<file path="src/rtl/l2_port_scheduler.sv">
// Arbitrates the single L2 line port between the I-cache miss path (A) and the
// D-cache miss path (B); non-preemptive, with a starvation bound on B priority.
module l2_port_scheduler #(
    parameter int MAX_WAIT = 4,
    parameter int LINE_W   = 256
) (
    input  logic              clk,
    input  logic              rst_n,
    input  logic              pmem_read_a,
    input  logic [31:0]       pmem_addr_a,
    output logic              pmem_resp_a,
    output logic [LINE_W-1:0] pmem_rdata_a,
    input  logic              pmem_read_b,
    input  logic              pmem_write_b,
    input  logic [31:0]       pmem_addr_b,
    input  logic [LINE_W-1:0] pmem_wdata_b,
    output logic              pmem_resp_b,
    output logic [LINE_W-1:0] pmem_rdata_b,
    output logic              mem_read,
    output logic              mem_write,
    output logic [31:0]       mem_address,
    output logic [LINE_W-1:0] mem_wdata,
    input  logic              mem_resp,
    input  logic [LINE_W-1:0] mem_rdata
);

    localparam logic [1:0] IDLE   = 2'd0;
    localparam logic [1:0] BUSY_A = 2'd1;
    localparam logic [1:0] BUSY_B = 2'd2;

    localparam logic [3:0] MAX_CNT = 4'(MAX_WAIT);

    logic [1:0] state;
    logic [3:0] count;
    logic       req_b;
    logic       grant_a;

    assign req_b   = pmem_read_b | pmem_write_b;
    // A wins outright when B is quiet, or when B has used up its priority budget.
    assign grant_a = pmem_read_a & (~req_b | (count == MAX_CNT));

    always_ff @(posedge clk or negedge rst_n) begin
        if (!rst_n) begin
            state       <= IDLE;
            count       <= 4'd0;
            mem_read    <= 1'b0;
            mem_write   <= 1'b0;
            mem_address <= 32'd0;
            mem_wdata   <= '0;
        end else begin
            case (state)
                IDLE: begin
                    if (grant_a) begin
                        state       <= BUSY_A;
                        count       <= 4'd0;
                        mem_read    <= 1'b1;
                        mem_write   <= 1'b0;
                        mem_address <= pmem_addr_a;
                    end else if (req_b) begin
                        state       <= BUSY_B;
                        mem_write   <= pmem_write_b;
                        mem_read    <= ~pmem_write_b;
                        mem_address <= pmem_addr_b;
                        mem_wdata   <= pmem_wdata_b;
                        if (!pmem_read_a)
                            count <= 4'd0;
                        else if (count != MAX_CNT)
                            count <= count + 4'd1;
                    end
                end
                BUSY_A, BUSY_B: begin
                    if (mem_resp) begin
                        state     <= IDLE;
                        mem_read  <= 1'b0;
                        mem_write <= 1'b0;
                    end
                end
                default: begin
                    state     <= IDLE;
                    mem_read  <= 1'b0;
                    mem_write <= 1'b0;
                end
            endcase
        end
    end

    assign pmem_resp_a  = mem_resp & (state == BUSY_A);
    assign pmem_resp_b  = mem_resp & (state == BUSY_B);
    assign pmem_rdata_a = mem_rdata;
    assign pmem_rdata_b = mem_rdata;

endmodule

</file>
<file path="config.mk">
export PLATFORM = sky130hd
export DESIGN_NAME = l2_port_scheduler
export DESIGN_NICKNAME = d
export VERILOG_FILES = /design/src/rtl/l2_port_scheduler.sv
export SDC_FILE = /design/constraint.sdc
export NUM_CORES = 1
export LEC_CHECK = 0
export CAP_MARGIN = 20
export CORE_AREA = 2 2 547 549
export DETAILED_ROUTE_END_ITERATION = 10
export DIE_AREA = 0 0 549 551
export PLACE_DENSITY_LB_ADDON = 0.15
export SYNTH_ARGS = -nofsm -noshare
export SYNTH_HDL_FRONTEND = slang
export SYNTH_SLANG_ARGS = --single-unit
</file>
<file path="constraint.sdc">
create_clock -name clk -period 2.3 [get_ports clk]
set_input_delay 0.345 -clock clk [delete_from_list [all_inputs] [get_ports clk]]
set_output_delay 0.345 -clock clk [all_outputs]
set_load 0.02 [all_outputs]
</file>
==> results <==
kinds of logic after synthesis:
group                    synth area share
AO/OA/AOI/OAI                      0.0341
XOR/XNOR                         0.000547
adder cells (fa/ha/maj)           0.00390
buffers and inverters               0.271
flip-flops                          0.462
multiplexers                        0.203
AND/OR/NAND/NOR                    0.0253
sequential cells by signal (all words and copies together), names as in the netlist:
name         count
count            4
mem_address     32
mem_read         1
mem_wdata      256
mem_write        1
state            2
what timing repair did:
action	in CTS	in global routing
setup buffers	2	0
hold endpoints to repair	201	0
resized for setup	29	4
pin swaps	2	2
setup endpoints to repair	29	4
hold buffers	1	0
through the flow:
step                instance area [sq um]      TNS, ns  hold WS [ns]
floorplan                           16000            0        0.0494
finish                              25500            0         0.130
global placement                    23700       -89.18         0.229
detailed placement                  23700       -92.93         0.228
CTS                                 25400            0        0.0367
global route                        25400  -0.00000155        0.0857
power breakdown:
group	switching, uW	leakage [uW]	internal [uW]
Combinational	9040	0.00483	8510
Sequential	1700	0.00345	7890
Clock	3240	0.000816	4780
placed cells by master (no fill, tap or decap), drive strengths merged:
master	netlist	final
clkdlybuf4s50	0	584
dfrtp	296	296
mux2	256	256
clkbuf	11	71
buf	555	68
nor2	34	34
nand3	33	33
o211ai	32	32
a31oi	32	32
dlygate4sd2	0	26
diode	0	19
clkinv	0	12
inv	6	7
a32o	5	5
ha	5	5
bufinv	0	4
and2	3	3
nand2	3	3
clkinvlp	0	3
dlymetal6s2s	0	3
a22o	2	2
nand4b	1	1
nand3b	1	1
or3b	1	1
o31a	1	1
and3b	1	1
o31ai	1	1
a21oi	1	1
nor3	1	1
nor3b	1	1
nor4	1	1
a211o	1	1
a31o	1	1
xnor2	1	1
dlygate4sd3	0	1
final timing paths:
path / start / endpoint / slack (ns) / cells after the start
min in group clk: pmem_addr_b[11] / mem_address[11] / 0.25 / 3
min: rst_n / mem_wdata[50] / 0.13 / 2
min reg2reg: mem_wdata[105] / mem_wdata[105] / 0.49 / 1
max reg2reg: state[0] / mem_wdata[37] / 0.26 / 6
max in group asynchronous: rst_n / mem_wdata[233] / 1.34 / 4
max: mem_wdata[36] / mem_wdata[36] / 0.14 / 1
layer usage:
| metal | share of wire | vias to the layer above |
|---|---|---|
| met2 | 0.44 | 1028 |
| li1 | - | 4217 |
| met1 | 0.34 | 4777 |
| met4 | 0.049 | 20 |
| met3 | 0.17 | 278 |
| met5 | 0.0021 | - |
layout make-up:
| cell class | count | area (sq um) | area share |
|---|---|---|---|
| timing repair buffer | 682 | 7070 | 0.278 |
| tap | 3939 | 4930 | 0.194 |
| multi-input combinational | 418 | 4300 | 0.169 |
| sequential | 296 | 7410 | 0.291 |
| antenna | 19 | 47.5 | 0.00187 |
| inverter | 6 | 22.5 | 0.000884 |
| clock buffer | 71 | 1430 | 0.0562 |
| clock inverter | 20 | 249 | 0.00978 |
==> run metrics <==
proportion of layout cells with a drive suffix above 1=0.182; CP Class=reg2out; Clock Latency Late Sink=about 0.67 ns; Crit path required time=~2 ns; met2 Usage GRT=0.115; # DRC=0; pin count of the biggest net entering global routing=74; Power Dens Cells=approximately 1400 nW/um^2; Starting DRT DRC Count=~360; Initial Util=0.0541; Leakage=~0.0091 uW; Detailed Route WL=~120 mm; critical-path cell list=clkdlybuf4s50_1; CTS H-tree depth=2; power consumption=between 30000 and 40000 uW; Hold Path Class=in2async; drt wl/cell=around 21 um; met3 global-route usage=0.0548; Primary FF master, synth=dfrtp_1; met1 usage=0.0719; Post-synth EDFFs=0; Synth area leader=dfrtp_1; top-count cell post-synth=buf_4; TritonCTS Buffers=51; period utilisation layout=0.941; min cycle time layout=2.16 ns; GPL Wtd Cong=between 0.6 and 0.7; # setup viols final=0; Crit. End Element=output pin; slowest stage delay, CP=approximately 0.8 ns; average cell area after synthesis=12.5 sq um; Yosys reg bits=~300; worst-case clock buffer depth=3; top-level port count=around 1400; VDD IR max=0.511 mV; largest fanout on the critical path=2; Cell Area, Synth=approximately 16000 sq um; DP Wirelength=roughly 100 mm; ranking of synthesized cells by area=dfrtp_1 (46%), buf_4 (24%), mux2_1 (9.8%); Max Clk Rate=about 460 MHz; Seq/Total Area, Yosys=0.462; status=complete, no violations; startpoint types=register; CTS tree=done; CTS root buf=clkbuf_16; Slowest-stage cell, CP=clkdlybuf4s50_1; worst rel slew slack=0.600; fin util=0.0859; area grow syn2layout=58.9%; clock skew=between 0.02 and 0.03 ns; fin cells=5451; Max Cap Violations=0; Die Y-Extent=between 500 and 600 um; Mapped Cells=approximately 1300; Yosys cell types=34; Final WS setup=0.136 ns; CP delay by family, top=buffers and inverters; gr usage total=0.0737; Core Area=around 300000 sq um; fin. max-slew vios=0; antenna-violating nets left=0; # placed instances=about 5300; grt peak-use layer=met2; number of vias per cell=roughly 1.9; Vias=~10000; PortBufs=about 620; clock sinks=296; commonest cells in the netlist=buf_4 (514), dfrtp_1 (296), mux2_1 (140), mux2_4 (100); initial antenna violation count=56; Worst-path clk slew=0.05 ns; measured slew at the worst slew-check pin=between 0.5 and 0.6 ns; Fin. Hold Viols=0; Post-Place Setup Slack=-0.550 ns; fillers=34200; first-pass GRT wire length=~140 mm; Initial DRT Pass Iterations=4; Syn. warnings=0; WP buf/inv=1; Synth Net Count=1873; Final nets=just over 2000; total die area=between 300000 and 400000 sq um; vias in the first global route=11300; CP Data Arrival Time=1.82 ns; FP Rows=200; die width=549 um; asr flop ratio synth=1.00; global route total overflow=0; Synth top area share=0.462
(Power assumes the default switching activity.)
==> variant: new RTL, same settings <==
Put a register stage on the outputs `pmem_resp_a`, `pmem_rdata_a`, `pmem_resp_b` and `pmem_rdata_b`, with the module's reset. The values now appear one clock later. The other outputs are not delayed to match.
--- a/src/rtl/l2_port_scheduler.sv
+++ b/src/rtl/l2_port_scheduler.sv
@@ -86,6 +86,15 @@
 
-    assign pmem_resp_a  = mem_resp & (state == BUSY_A);
-    assign pmem_resp_b  = mem_resp & (state == BUSY_B);
-    assign pmem_rdata_a = mem_rdata;
-    assign pmem_rdata_b = mem_rdata;
+    always_ff @(posedge clk or negedge rst_n) begin
+        if (!rst_n) begin
+            pmem_resp_a  <= '0;
+            pmem_rdata_a <= '0;
+            pmem_resp_b  <= '0;
+            pmem_rdata_b <= '0;
+        end else begin
+            pmem_resp_a  <= mem_resp & (state == BUSY_A);
+            pmem_rdata_a <= mem_rdata;
+            pmem_resp_b  <= mem_resp & (state == BUSY_B);
+            pmem_rdata_b <= mem_rdata;
+        end
+    end
 
Formal check against the unedited RTL: not equivalent (Yosys sat finds a counterexample within 4 cycles, from zero or initial values and one cycle with rst_n low).
==> variant against the unedited design <==
Clock power up 71%; synthesized cell count up 0.16%; design area up 69%; area after synthesis up 31%; non-clock buffer count up 1006; routed wire length up 62%; setup slack worse by 0.077 ns; total power up 41%; sequential cell count up 258; clock skew up 0.012 ns.
==> variant: results (changes against the unedited design) <==
reg.largest.list: "mem_wdata (256), pmem_rdata_b (256), mem_address (32)"
pre_cts_slack_ns: 0.02782  # +0.5779 ns
dp.cells: 6370  # +19%
antenna_found_initial: 173  # +210%
wl_per_cell_um: 27.54  # +30%
synthCells: 1288  # +0.16%
holdBufCountCts: 229  # +228
crit_slowest_cell: "clkdlybuf4s50_1"
cts_buffer_depth: 4  # +1
drive_gt1_share_pct: 18.33  # +0.11 points
placed_area_um2: 38030  # +60%
post_cts_buffers: 6  # +4
clkTransAtPathRegs_ns: 0.06
synth_area_leaders: "dfrtp_1 66%, mux2_4 14%, buf_4 9.2%, mux2_1 2.1%, buf_8 1.6%"
portBuffers: 1385  # +120%
worst_clock_skew_ns: 0.04089  # +0.01208 ns
grt_pass1_vias: 18100  # +60%
grt_max_degree: 65  # -12%
drc: 0  # unchanged
p_clk_mw: 13.7  # +71%
holdWs_ns: 0.08321  # -0.04648 ns
reg2reg_from: "count[0]"
r2r-end: "mem_wdata[153]"
vias_per_cell: 2.480  # +31%
num-nets-final: 3341  # +64%
power_leakage_nw: 17.60  # +94%
clk_latency_ns: 0.80  # +0.13 ns
drt_pass1_iterations: 5  # +1
ys_seq_area_share_pct: 66.08  # +20 points
synth_commonest_cells: "554 x dfrtp_1, 257 x buf_4, 200 x mux2_4, 40 x mux2_1"
hpwl_um: 163300  # +68%
dr_total_vias: 16880  # +64%
arrival_ns: 1.90  # +0.08 ns
dr.first_iter.drc_count: 734  # +100%
cts_buffers: 86  # +69%
p_switching_mw: 18.85  # +35%
root_buffer: "clkbuf_16"
r2r_setup_slack_ns: 0.23  # -0.03 ns
syn_nets: 1875  # +0.11%
status: "completed"
vdd_drop_max_mv: 0.5654  # +11%
comb_power_mw: 20.5  # +17%
gp_congestion: 0.7844  # +16%
hp-class: "in -> reg"
ctsResizeCount: 439  # +1400%
htreeDepth: 3  # +1
grt.total_usage_pct: 11.94  # +4.6 points
grt_pass1_wl_um: 228600  # +61%
slew_headroom_pct: 57.71  # -2.3 points
max_stage_delay_ns: 0.68  # -0.13 ns
p_clk_share_pct: 27.7  # +4.9 points
min_path_cells: 1
rr_worst_depth: 7  # +1
variant: cell count changes after synthesis, sizes merged:
cell    change
dfrtp     +258
buf       -255
clkbuf      -1
variant: metal layers:
layer	share of wire [%]	global-route usage, %	vias to the layer above
met5	0.30	0	-
met4	1.8	2.343	88
met3	11	6.114	230
met2	48	20.32	1080
met1	38	13.30	8302
li1	-	-	7184
variant: worst max-delay path by stage:
stage	start	endpoint	slack, ns	depth (start not counted)
3_3_place_gp	pmem_read_b	mem_wdata[11]	0.02	6
3_5_place_dp	pmem_write_b	mem_wdata[11]	0.03	6
6_report	pmem_rdata_b[120]	pmem_rdata_b[120]	0.06	1
4_1_cts	pmem_rdata_b[194]	pmem_rdata_a[194]	0.0009	1
2_1_floorplan	count[0]	mem_wdata[100]	0.56	7
5_1_grt	pmem_rdata_b[87]	pmem_rdata_a[87]	0.002	1
variant: cell type report:
class	instances	area, um2
Sequential cell	554	13910
Multi-Input combinational cell	418	4658
Timing Repair Buffer	1688	16430
Antenna cell	54	135.1
Fill cell	33310	253300
Clock inverter	29	369.1
Inverter	6	22.52
Tap cell	3939	4928
Clock buffer	120	2501
variant: worst reg2reg max path, cell delays in order, from the launching register on:
cell	delay (ns)
dfrtp_1	0.40
inv_1	0.11
ha_1	0.23
nand4b_4	0.15
nand3b_4	0.21
buf_12	0.22
buf_12	0.29
mux2_4	0.32
variant: cell families after synthesis:
logic type	count (synthesis)	share of synthesized area, %
xor+xnor	1	0.04176
buf+inv	316	11.72
mux	256	17.32
flops	554	66.08
fa+ha+maj	5	0.2982
simple gates	80	1.932
compound gates	76	2.606
